File: src/rtl/alu_seq_ctrl.sv
// Sequencing controller for a WIDTH-bit bit-slice ALU: accepts ops over valid/ready,
// drives ALU controls/operands, runs MUL as a shift-add loop, returns results over valid/ready.
module alu_seq_ctrl #(
   parameter int unsigned WIDTH     = 16,
   parameter int unsigned MUL_STEPS = WIDTH
) (
   input  logic             clk,
   input  logic             rst,
   input  logic             req_valid,
   output logic             req_ready,
   input  logic [2:0]       req_op,
   input  logic [WIDTH-1:0] req_a,
   input  logic [WIDTH-1:0] req_b,
   output logic             resp_valid,
   input  logic             resp_ready,
   output logic [WIDTH-1:0] resp_result,
   output logic             resp_err,
   output logic [WIDTH-1:0] alu_a,
   output logic [WIDTH-1:0] alu_b,
   output logic [2:0]       alu_operation,
   output logic             alu_binvert,
   output logic             alu_cin,
   input  logic [WIDTH-1:0] alu_result
);

   localparam int unsigned CW = $clog2(MUL_STEPS + 1);

   localparam logic [2:0] OP_AND = 3'b000;
   localparam logic [2:0] OP_OR  = 3'b001;
   localparam logic [2:0] OP_XOR = 3'b010;
   localparam logic [2:0] OP_ADD = 3'b011;
   localparam logic [2:0] OP_SUB = 3'b100;
   localparam logic [2:0] OP_SLT = 3'b101;
   localparam logic [2:0] OP_MUL = 3'b110;
   localparam logic [2:0] OP_ILL = 3'b111;

   localparam logic [2:0] ALU_AND  = 3'b000;
   localparam logic [2:0] ALU_LESS = 3'b001;
   localparam logic [2:0] ALU_OR   = 3'b010;
   localparam logic [2:0] ALU_XOR  = 3'b011;
   localparam logic [2:0] ALU_ADD  = 3'b100;

   typedef enum logic [1:0] {IDLE, EXEC, MUL, RESP} state_t;

   state_t            state_q, state_d;
   logic [WIDTH-1:0]  q_q, q_d;
   logic [CW-1:0]     cnt_q, cnt_d;
   logic              req_ready_d, resp_valid_d, resp_err_d;
   logic [WIDTH-1:0]  resp_result_d, alu_a_d, alu_b_d, mul_p;
   logic [2:0]        alu_operation_d;
   logic              alu_binvert_d, alu_cin_d;

   // {operation, binvert, cin} for the single-cycle ops
   function automatic logic [4:0] exec_ctrl(input logic [2:0] op);
      case (op)
         OP_AND:  exec_ctrl = {ALU_AND,  2'b00};
         OP_OR:   exec_ctrl = {ALU_OR,   2'b00};
         OP_XOR:  exec_ctrl = {ALU_XOR,  2'b00};
         OP_ADD:  exec_ctrl = {ALU_ADD,  2'b00};
         OP_SUB:  exec_ctrl = {ALU_ADD,  2'b11};
         OP_SLT:  exec_ctrl = {ALU_LESS, 2'b11};
         default: exec_ctrl = 5'b0;
      endcase
   endfunction

   // During MUL, alu_a holds the partial product P and alu_b the shifted multiplicand M
   assign mul_p = q_q[0] ? alu_result : alu_a;

   always_ff @(posedge clk) begin
      if (rst) begin
         state_q       <= IDLE;
         q_q           <= '0;
         cnt_q         <= '0;
         req_ready     <= 1'b0;
         resp_valid    <= 1'b0;
         resp_result   <= '0;
         resp_err      <= 1'b0;
         alu_a         <= '0;
         alu_b         <= '0;
         alu_operation <= 3'b000;
         alu_binvert   <= 1'b0;
         alu_cin       <= 1'b0;
      end else begin
         state_q       <= state_d;
         q_q           <= q_d;
         cnt_q         <= cnt_d;
         req_ready     <= req_ready_d;
         resp_valid    <= resp_valid_d;
         resp_result   <= resp_result_d;
         resp_err      <= resp_err_d;
         alu_a         <= alu_a_d;
         alu_b         <= alu_b_d;
         alu_operation <= alu_operation_d;
         alu_binvert   <= alu_binvert_d;
         alu_cin       <= alu_cin_d;
      end
   end

   always_comb begin
      state_d         = state_q;
      q_d             = q_q;
      cnt_d           = cnt_q;
      resp_valid_d    = resp_valid;
      resp_result_d   = resp_result;
      resp_err_d      = resp_err;
      alu_a_d         = alu_a;
      alu_b_d         = alu_b;
      alu_operation_d = alu_operation;
      alu_binvert_d   = alu_binvert;
      alu_cin_d       = alu_cin;

      case (state_q)
         IDLE: begin
            if (req_valid && req_ready) begin
               if (req_op == OP_MUL) begin
                  alu_a_d         = '0;
                  alu_b_d         = req_a;
                  q_d             = req_b;
                  cnt_d           = CW'(MUL_STEPS);
                  alu_operation_d = ALU_ADD;
                  alu_binvert_d   = 1'b0;
                  alu_cin_d       = 1'b0;
                  state_d         = MUL;
               end else if (req_op == OP_ILL) begin
                  resp_result_d = '0;
                  resp_err_d    = 1'b1;
                  resp_valid_d  = 1'b1;
                  state_d       = RESP;
               end else begin
                  alu_a_d = req_a;
                  alu_b_d = req_b;
                  {alu_operation_d, alu_binvert_d, alu_cin_d} = exec_ctrl(req_op);
                  state_d = EXEC;
               end
            end
         end
         EXEC: begin
            resp_result_d   = alu_result;
            resp_valid_d    = 1'b1;
            alu_a_d         = '0;
            alu_b_d         = '0;
            alu_operation_d = 3'b000;
            alu_binvert_d   = 1'b0;
            alu_cin_d       = 1'b0;
            state_d         = RESP;
         end
         MUL: begin
            alu_a_d = mul_p;
            alu_b_d = alu_b << 1;
            q_d     = q_q >> 1;
            cnt_d   = cnt_q - CW'(1);
            if (cnt_q == CW'(1)) begin
               resp_result_d   = mul_p;
               resp_valid_d    = 1'b1;
               alu_a_d         = '0;
               alu_b_d         = '0;
               alu_operation_d = 3'b000;
               alu_binvert_d   = 1'b0;
               alu_cin_d       = 1'b0;
               state_d         = RESP;
            end
         end
         RESP: begin
            if (resp_ready) begin
               resp_valid_d = 1'b0;
               resp_err_d   = 1'b0;
               state_d      = IDLE;
            end
         end
         default: state_d = IDLE;
      endcase

      // Registered ready: high exactly in IDLE, no combinational bypass
      req_ready_d = (state_d == IDLE);
   end

endmodule

File: config.mk
export PLATFORM = sky130hd
export DESIGN_NAME = alu_seq_ctrl
export DESIGN_NICKNAME = d
export VERILOG_FILES = /design/src/rtl/alu_seq_ctrl.sv
export SDC_FILE = /design/constraint.sdc
export NUM_CORES = 1
export LEC_CHECK = 0
export BUFFER_PORTS_ARGS = -buffer_cell sky130_fd_sc_hd__buf_2
export CAP_MARGIN = 0
export CORE_MARGIN = 2
export CORE_UTILIZATION = 48
export CTS_CLUSTER_SIZE = 8
export DETAILED_ROUTE_END_ITERATION = 8
export GPL_ROUTABILITY_DRIVEN = 0
export GPL_TIMING_DRIVEN = 0
export PLACE_DENSITY = 0.76
export SYNTH_ARGS = -nofsm -noshare
export SYNTH_HDL_FRONTEND = slang
export SYNTH_SLANG_ARGS = --single-unit
File: constraint.sdc
create_clock -name clk -period 1.9 [get_ports clk]
set_input_delay 0.285 -clock clk [delete_from_list [all_inputs] [get_ports clk]]
set_output_delay 0.285 -clock clk [all_outputs]
set_load 0.005 [all_outputs]
# ---- Word level (Yosys, flattened, before mapping)
# Cells that the tools add are included.
dict set report op_classes {
  mux 50
  eq_ne 18
  add_sub_neg 1
  multipliers 0
  n_reduce_logical 12
  n_shift 0
  order_cmp 0
  n_div 0
  bitwise 0
}
# op count
set ops {}
lappend ops {{$mux 16} 15}
lappend ops {{$pmux 16 s3} 3}
lappend ops {{$pmux 16 s2} 1}
lappend ops {{$pmux 5 s5} 1}
lappend ops {{$reduce_and 5->1} 3}
lappend ops {{$eq 3x3->1 const B} 4}
lappend ops {{$mux 1} 12}
lappend ops {{$mux 3} 4}
lappend ops {{$ne 2x2->1 const B} 6}
lappend ops {{$mux 2} 5}
lappend ops {{$mux 5} 2}
lappend ops {{$pmux 5 s2} 1}
lappend ops {{$pmux 3 s3} 1}
lappend ops {{$pmux 2 s4} 1}
lappend ops {{$eq 3x2->1 const B} 2}
lappend ops {{$pmux 1 s3} 2}
lappend ops {{$reduce_and 3->1} 2}
lappend ops {{$eq 5x1->1 const B} 1}
lappend ops {{$sub 5x1->5 const B} 1}
lappend ops {{$eq 2x2->1 const B} 2}
lappend ops {{$logic_not 2->1} 2}
lappend ops {{$pmux 1 s4} 1}
lappend ops {{$reduce_and 4->1} 1}
lappend ops {{$reduce_bool 2->1} 2}
lappend ops {{other kinds (6)} 6}
dict set report word_totals {
  in_bits 55
  mem_bits_rw 0
  word_cells 93
  latch_bits 0
  rom_bits 0
  n_memories 0
  regBits 79
}

# ---- Depth between registers and ports, before layout
# Gate-level depths: netlist (run 1).
dict set report depth {
  depth_word 6
  mapped_depth 8
  mapped_depth_nobuf 6
}

# ---- Worst setup path after synthesis (run 1)
# No wires, ideal clock.
dict set report synth_path {
  path_kind {reg2reg}
  from {register cnt_q[0]}
  to {register alu_a[0]}
  path_slack_ns 0.054
  period_less_slack_ns 1.846
  t_required_ns 1.768
  arrival_time_ns 1.714
  stages_incl_launch_ff 8
  setup_ns 0.132
  path_cell_list {dfxtp_1 > ha_1 > or4b_4 > and3_4 > buf_6 > buf_6 > a221oi_2 > nor3_1}
}
dict set report synth_via {
  elab_chain_len 3
}
# item line_no
set synth_lines {}
lappend synth_lines {{from (decl)} 47} ;# logic [CW-1:0] cnt_q, cnt_d;
lappend synth_lines {{from (signal assigned)} 86} ;# cnt_q <= cnt_d;
lappend synth_lines {{$eq 5x1->1} 152} ;# if (cnt_q == CW'(1)) begin
lappend synth_lines {{$mux 16} 152}
lappend synth_lines {{$pmux 16 s3} 112} ;# case (state_q)
lappend synth_lines {{to (signal assigned)} 91} ;# alu_a <= alu_a_d;
lappend synth_lines {{to (decl)} 18} ;# output logic [WIDTH-1:0] alu_a,
# No other way between the ends.
# A chain may end at the register's enable or synchronous reset.

# ---- Final worst setup path (run 1)
dict set report layout_path {
  from {register cnt_q[1]}
  to {register alu_b[7]}
}
dict set report layout_via {
  elab_chain_len 3
}
# item line_no
set layout_lines {}
lappend layout_lines {{$eq 5x1->1} 152}
lappend layout_lines {{$mux 16} 152}
lappend layout_lines {{$pmux 16 s3} 112}
lappend layout_lines {{to (signal assigned)} 92} ;# alu_b <= alu_b_d;
lappend layout_lines {{to (decl)} 19} ;# output logic [WIDTH-1:0] alu_b,
# No other way between the ends.

==> key figures, run 1 <==
Run status
  – Status: finished clean

Yosys
  – Synth Register Bits: 78
  – Most area-consuming cells after synthesis: dfxtp_1 (36%), mux2i_1 (7.5%), a211oi_1 (5.3%)
  – Register area share after synthesis: 0.364
  – Synth top area share: 0.364
  – Leading area contributor after synthesis: dfxtp_1
  – Gate Count Post-Synth: between 400 and 500
  – Synth Net Count: about 540
  – Synth cell types: 55
  – Post-synth ARST share: 0
  – Number of synthesized flops with an enable pin: 0
  – Syn. warnings: 0
  – Synthesized area per cell: 9.10 µm²
  – Mapped Area: roughly 0.0043 mm²
  – Main flop type after synthesis: dfxtp_1

Pwr
  – PwrDens: approximately 1600 mW/mm²
  – P_leak: 2.28 nW
  – Maximum vdd drop: around 840 µV

Floorplanning
  – Std cell rows: 34
  – # IOs: between 100 and 150
  – Die Width: 98.5 µm
  – Initial Util: 0.494
  – Die Ht: slightly below 100 µm
  – Full die area: a little under 0.01 mm²
  – Core area: 0.00868 mm²

Setup path
  – Critical-path top delay cell: or4b_4
  – CP Data Required Time: between 2 and 2.5 ns
  – Crit-path cells: inv_2 -> ha_4 -> or4b_4 -> and3_4 -> buf_4 -> a2bb2oi_1 -> a211oi_1
  – CP Launch Type: register
  – CP Max Fanout: 10
  – CP Data Arrival Time: about 2.1 ns
  – CP Capture Type: register
  – Setup CP Type: reg -> reg
  – Largest stage delay on the critical path: around 0.50 ns

STA
  – Slew headroom: 0.596
  – Worst-Margin Slew: between 0.6 and 0.7 ns
  – Clk_skew: 0.0133 ns
  – Period utilization: 0.991
  – Setup TNS: 0 ns
  – Setup slack after layout: between 0.015 and 0.02 ns
  – Final min period: 1.88 ns
  – Peak Freq: approximately 530 MHz
  – Pins Over Slew Limit: 0
  – Worst hold margin: between 0.15 and 0.2 ns
  – Hold Violations, Final: 0
  – Final setup violation count: 0

Clock tree
  – Inserted Clock Buffers: 9
  – Root buf cell: clkbuf_8
  – Htree depth: 3
  – Clk_lat worst skew: roughly 0.36 ns
  – CTS Sinks: 78
  – Clock transition at path regs: 0.08 ns
  – TritonCTS clock tree: yes
  – Max Buffers Root-to-Sink: 2

Job
  – Max-cap viol count: 0

Final layout
  – # nets final: 664
  – Most frequent cells in the layout: buf_2 (118), dfxtp_1 (74), nor2_1 (55)
  – Non-Filler Instances: approximately 710
  – Share of post-route cells with drive strength above 1: 0.390
  – N_diodes: 0
  – Most common cell after layout, fill and taps aside: buf_2
  – Layout area overhead: 28.8%
  – Fill cells: approximately 750

Global routing
  – GRT Overall Usage: 0.275
  – Largest net degree at the start of global routing: 17
  – GR Overflow Total: 0
  – Vias in the first global route: about 4200
  – Initial antenna violation count: 0
  – Global-route wire length before repair: between 20000 and 25000 µm

Route
  – Antenna viol nets, final: 0
  – DRC: 0
  – Via density: ~6
  – Vias: between 4000 and 5000
  – Routed length per instance: roughly 19 µm
  – Drt pass-1 iters: 5
  – Initial DRC Count: roughly 300
  – DRT Wirelength: ~14000 µm

Placement
  – Post-DP HPWL: 9850 µm
  – Port buffer count: around 110
  – Post-Place Worst Slack: -0.330 ns
  – Placed Cells: between 600 and 700

Worst hold path
  – Hold Path Class: in -> reg
-- critical path: cells and delay by family (launching register included) --
family | cells | cell delay, ns
AO/OA/AOI/OAI | 2 | 0.29
flip-flops | 1 | 0.33
AND/OR/NAND/NOR | 2 | 0.73
adder cells (fa/ha/maj) | 1 | 0.13
buffers and inverters | 2 | 0.29
-- synth_stat cells, types with 2 or more instances --
master and n:
dfxtp_1 78, nor2_1 55, mux2i_1 32, a211oi_1 30, clkbuf_1 24, a21oi_1 23
o21ai_0 22, nor3_1 21, nand4_1 18, a22o_1 16, a2bb2oi_1 16, buf_2 16
mux2_2 16, a221oi_2 15, nand2_1 12, ha_1 9, inv_1 8, nand3_1 5
buf_6 4, a32oi_1 3, and3b_1 3, nand2b_1 3, nand3b_1 3, a21boi_0 2
a21o_1 2, a31oi_1 2, and2_1 2, buf_4 2, nor2b_1 2, xnor2_1 2
-- report_power, final --
group / switching [mW] / leakage (nW) / internal (mW)
Clock: 0.619 / 0.0980 / 0.627
Sequential: 0.429 / 0.637 / 2.11
Combinational: 2.94 / 1.55 / 2.29
-- metal layers --
| metal | vias up | GRT usage | share of wire |
|---|---|---|---|
| met3 | 41 | 0.0589 | 0.088 |
| met5 | - | 0 | 0 |
| met2 | 213 | 0.450 | 0.48 |
| met4 | 0 | 0.103 | 0.031 |
| met1 | 2059 | 0.358 | 0.40 |
| li1 | 2041 | - | - |
-- registers in the layout (all words and copies together), names as in the netlist --
signal and count:
alu_a 16, alu_b 16, q_q 16, resp_result 16, cnt_q 5, alu_operation 3
state_q 2, alu_binvert 1, req_ready 1, resp_err 1, resp_valid 1
-- logic make-up after synthesis --
logic type,synth area share
AOI/OAI and AO/OA,0.268
xor gates and xnor gates,0.00409
adders and majority gates,0.0263
buffers and inverters,0.0616
DFF,0.364
muxes,0.117
and+or+nand+nor,0.159
-- worst paths after layout --
kind / end / startpoint / cells after the start / slack (ns)
setup reg to reg: alu_b[7] / cnt_q[1] / 7 / 0.02
setup / recovery: alu_b[7] / cnt_q[1] / 7 / 0.02
hold / removal: resp_err / resp_ready / 2 / 0.17
hold reg to reg: alu_operation[0] / alu_operation[0] / 2 / 0.48
-- metrics by stage --
step	util	cell area (µm²)	power, mW
final	0.636	5520	9.02
after floorplan	-	4280	5.64
after global routing	0.636	5520	9.58
after global placement	0.572	4960	6.78
after detailed placement	0.572	4960	6.92
after CTS	0.606	5260	8.37
-- area by class of cell --
class | instances | area [µm²] | area share
timing repair buffer | 121 | 678 | 0.123
tap | 108 | 135 | 0.0245
clock inverter | 4 | 48.8 | 0.00884
inverter | 8 | 30.0 | 0.00544
buffer | 44 | 288 | 0.0522
clock buffer | 10 | 138 | 0.0249
multi-input combinational | 338 | 2630 | 0.477
sequential | 78 | 1570 | 0.284
-- what timing repair did --
action	4_1_cts	5_1_grt
pin swaps	5	6
setup buffers	3	7
hold buffers	0	0
resized for setup	35	48
endpoints found under the setup margin	70	62
cloned	1	1
Note: power is estimated with default switching activity, not from simulation.
==> run 2, diff against run 1 <==
Settings changed: REMOVE_ABC_BUFFERS from default to 1.
==> key figures, run 2 (synthesis results as in run 1) <==
STA
  – Period utilization: 0.970
  – Final min period: 1.84 ns
  – Clk_skew: approximately 0.012 ns
  – Hold Violations, Final: 0
  – Pins Over Slew Limit: 0
  – Final setup violation count: 0
  – Peak Freq: between 500 and 600 MHz
  – Worst-Margin Slew: 0.988 ns
  – Worst hold margin: about 0.17 ns
  – Slew headroom: 0.342
  – Setup slack after layout: between 0.05 and 0.06 ns

Setup path
  – Critical-path top delay cell: or4b_4
  – CP top delay family: compound AO/OA/AOI/OAI gates
  – Critical path origin: cnt_q[1]
  – Setup CP Type: reg -> reg
  – CP Max Fanout: 16
  – Largest stage delay on the critical path: 0.55 ns
  – FF-to-FF Start: cnt_q[1]
  – CP Data Required Time: approximately 2.1 ns
  – CP Launch Type: register
  – CP Data Arrival Time: roughly 2.1 ns
  – Crit-path cells: inv_1 -> ha_1 -> or4b_4 -> a21o_4 -> o21ai_0 -> a21oi_1
  – CP Capture Type: register
  – CP bufs+invs: 1

Route
  – DRT Wirelength: approximately 13000 µm
  – Via density: ~6.3
  – Antenna viol nets, final: 0
  – DRC: 0
  – Routed length per instance: a little under 20 µm
  – Drt pass-1 iters: 4
  – Initial DRC Count: roughly 350
  – Vias: about 4300

Clock tree
  – TritonCTS clock tree: yes
  – Inserted Clock Buffers: 9
  – Clock transition at path regs: 0.08 ns
  – Htree depth: 3
  – Max Buffers Root-to-Sink: 2
  – Clk_lat worst skew: ~0.36 ns
  – Root buf cell: clkbuf_8
  – CTS Sinks: 78

Global routing
  – Vias in the first global route: 3972
  – Largest net degree at the start of global routing: a little under 80
  – GR Overflow Total: 0
  – Global-route wire length before repair: roughly 21000 µm
  – Initial antenna violation count: 0
  – GRT Overall Usage: 0.265

Pwr
  – P_leak: approximately 2.2 nW
  – PwrDens: between 1500 and 2000 mW/mm²
  – Final total power: 9.37 mW
  – Maximum vdd drop: 659 µV

Final layout
  – Most common cell after layout, fill and taps aside: buf_2
  – Layout area overhead: 26.1%
  – Final instance area: 0.00540 mm²
  – Non-Filler Instances: 690
  – Share of post-route cells with drive strength above 1: 0.371
  – Most frequent cells in the layout: buf_2 (109), dfxtp_1 (74), nor2_1 (54)
  – N_diodes: 0
  – # nets final: roughly 640

Floorplanning
  – Die Ht: 98.5 µm
  – Std cell rows: 34
  – Full die area: 0.00970 mm²
  – Core area: just under 0.009 mm²
  – Die Width: approximately 98 µm
  – Initial Util: 0.494
  – # IOs: approximately 110

Worst hold path
  – Hold path startpoint: resp_ready
  – Hold Path Class: in -> reg

Placement
  – Placed Cells: 645
  – Area post-placement: 0.00479 mm²
  – Post-Place Worst Slack: -1.57 ns
  – Port buffer count: 110
  – Post-DP HPWL: between 8000 and 9000 µm

Job
  – Max-cap viol count: 0

Run status
  – Status: finished clean
## run 2: cell types whose count changed in the layout (fill, tap and decap cells not counted), moves of 2 or more
cell / previous run / this run
a2bb2oi_1: 6 / 16
a2bb2oi_2: 10 / 0
buf_2: 118 / 109
clkbuf_1: 9 / 1
clkbuf_2: 7 / 0
clkbuf_4: 5 / 0
a221oi_2: 12 / 16
buf_4: 19 / 23
a221oi_4: 3 / 0
and3_4: 1 / 3
clkinvlp_4: 0 / 2
o21ai_0: 20 / 18
o21ai_1: 2 / 4
## run 2: worst register-to-register path: cells and delay by family (launching register included)
| family | cells | cell delay, ns |
|---|---|---|
| fa+ha+maj | 1 | 0.16 |
| simple gates | 1 | 0.55 |
| buf+inv | 1 | 0.08 |
| compound gates | 3 | 0.59 |
| flops | 1 | 0.33 |
## run 2: final cells by class
class                   instances  area, µm²
clock buffers                  11        141
clock inverters                 5       81.3
fillers                       719       3280
inverters                       8       33.8
multi-input cells             343       2630
flip-flops and latches         78       1570
well taps                     108        135
repair buffers                137        808
## run 2: timing repair
action / CTS / global route
hold buffers: 0 / 0
setup buffers: 20 / 4
resized for setup: 22 / 13
pin swaps: 8 / 2
setup endpoints to repair: 77 / 43
gates cloned: 4 / 1
## run 2: power breakdown
group	total [mW]	internal [mW]	switching, mW
clock	1.43	0.779	0.647
sequential	2.55	2.12	0.435
combinational	5.39	2.37	3.01
## run 2: final timing paths
path | slack (ns) | endpoint | depth (start not counted)
hold reg to reg | 0.48 | resp_result[12] | 2
setup / recovery | 0.06 | resp_result[4] | 6
setup reg to reg | 0.06 | resp_result[4] | 6
hold / removal | 0.17 | resp_err | 2
## run 2: metrics by stage
stage	setup TNS [ns]	util
after floorplan	-90.45	-
after global placement	-170.73	0.546
after detailed placement	-92.79	0.552
after CTS	0	0.614
after global routing	-0.0178	0.622
final	0	0.622
## run 2: metal layers
| metal | vias up | GRT usage | routed length (µm) |
|---|---|---|---|
| li1 | 2001 | - | - |
| met2 | 197 | 0.430 | 6430 |
| met3 | 31 | 0.0482 | 860 |
| met4 | 0 | 0.119 | 382 |
| met1 | 2103 | 0.345 | 5740 |
| met5 | - | 0 | 0 |
==> run 3, diff against run 2 <==
Settings changed: CORE_MARGIN 2 to 4.
==> key figures, run 3 (synthesis results as in run 1) <==
Route
  – Vias: 4345
  – Routed length per instance: approximately 20 µm
  – DRC: 0
  – DRT Wirelength: ~14000 µm
  – Via density: between 6 and 7
  – Antenna viol nets, final: 0
  – Initial DRC Count: ~360
  – Drt pass-1 iters: 5

Final layout
  – Most common cell after layout, fill and taps aside: buf_2
  – Layout area overhead: 26.6%
  – # nets final: 640
  – Post-layout util: 0.622
  – Share of post-route cells with drive strength above 1: 0.372
  – N_diodes: 0
  – Most frequent cells in the layout: buf_2 (109), dfxtp_1 (73), nor2_1 (54)

STA
  – Peak Freq: ~540 MHz
  – Clk_skew: 0.0115 ns
  – Final setup violation count: 0
  – Pins Over Slew Limit: 0
  – Period utilization: 0.971
  – Slew headroom: 0.368
  – Worst-Margin Slew: 0.948 ns
  – Hold Violations, Final: 0
  – Final min period: 1.84 ns
  – Setup TNS: 0 ns

Floorplanning
  – Std cell rows: 34
  – Full die area: 0.0105 mm²
  – Core area: 0.00872 mm²
  – Die Ht: about 100 µm
  – # IOs: approximately 110
  – Die Width: between 100 and 150 µm
  – Initial Util: 0.491

Setup path
  – Reg2Reg Depth: 6
  – FF-to-FF Start: cnt_q[1]
  – CP Max Fanout: 8
  – CP Launch Type: register
  – CP Capture Type: register
  – CP Data Required Time: 2.10 ns
  – Setup CP Type: reg -> reg
  – R2r endpoint: alu_a[1]
  – Flop2flop setup slack: between 0.05 and 0.06 ns
  – CP Data Arrival Time: around 2.0 ns

Pwr
  – Maximum vdd drop: 730 µV
  – P_leak: 2.22 nW
  – PwrDens: approximately 1700 mW/mm²
  – Final total power: 9.43 mW

Clock tree
  – Inserted Clock Buffers: 9
  – Clk_lat worst skew: roughly 0.36 ns
  – Clock transition at path regs: 0.08 ns
  – Htree depth: 3
  – Root buf cell: clkbuf_8
  – TritonCTS clock tree: yes
  – Max Buffers Root-to-Sink: 2
  – CTS Hold Bufs: 0
  – CTS Sinks: approximately 80

Run status
  – Status: finished clean

Placement
  – Port buffer count: 110
  – Post-DP HPWL: 8270 µm

Global routing
  – GR Overflow Total: 0
  – GRT Overall Usage: 0.253
  – Vias in the first global route: 4166
  – Initial antenna violation count: 0
  – Global-route wire length before repair: roughly 21000 µm
  – Largest net degree at the start of global routing: ~80

Job
  – Max-cap viol count: 0

Worst hold path
  – Hold path startpoint: resp_ready
  – Hold Crit Endpoint: resp_err
  – Hold Path Class: in -> reg
  – Hold path cells: 2
==> run 3: power breakdown <==
part / switching, mW / internal, mW / total, mW
clock: 0.631 / 0.733 / 1.36
sequential: 0.439 / 2.11 / 2.55
combinational: 3.09 / 2.43 / 5.52
total: 4.16 / 5.27 / 9.43
==> run 3: worst max-delay path, stage by stage (launching register included) <==
cell      delay [ns]
dfxtp_2         0.34
inv_2           0.07
ha_4            0.13
or4b_4          0.54
and3_4          0.29
a221oi_2        0.25
nor3_1          0.09
==> run 3: layout make-up <==
cell class | count | area, µm²
Fill cell | 698 | 3300
Multi-Input combinational cell | 343 | 2640
Sequential cell | 78 | 1570
Timing Repair Buffer | 136 | 830
Tap cell | 108 | 135
Clock buffer | 9 | 124
Clock inverter | 6 | 87.6
Inverter | 8 | 33.8
==> run 3: what timing repair did <==
action	in CTS	in global routing
pin swaps	8	5
resized for setup	22	14
setup endpoints to repair	77	36
gates cloned	4	1
buffers inserted	19	4
==> run 3: metrics by stage <==
step                hold WS (ns)  setup slack (ns)  instances  cell area [µm²]
finish                     0.174            0.0557        688             5420
global route               0.165           -0.0169        688             5420
CTS                        0.163           -0.0617        683             5340
detailed placement         0.467             -1.60        645             4790
global placement           0.461             -3.70        642             4740
floorplan                  0.354             -2.04        424             4050
==> run 3: layer usage <==
| metal | track usage | share of wire | routed length (µm) |
|---|---|---|---|
| met1 | 0.318 | 0.41 | 5670 |
| met2 | 0.427 | 0.49 | 6780 |
| met3 | 0.0498 | 0.079 | 1100 |
| met4 | 0.0969 | 0.029 | 399 |
| met5 | 0 | 0 | 0 |
==> run 3: how the worst max path moves through the flow <==
stage	startpoint	to	slack (ns)	cells past startpoint
after global routing	cnt_q[1]	alu_a[10]	-0.02	6
after global placement	state_q[0]	alu_operation[1]	-3.70	6
after floorplan	state_q[0]	alu_operation[1]	-2.04	6
final	cnt_q[1]	alu_a[1]	0.06	6
after detailed placement	state_q[0]	alu_operation[2]	-1.60	6
after CTS	state_q[0]	alu_operation[2]	-0.06	6
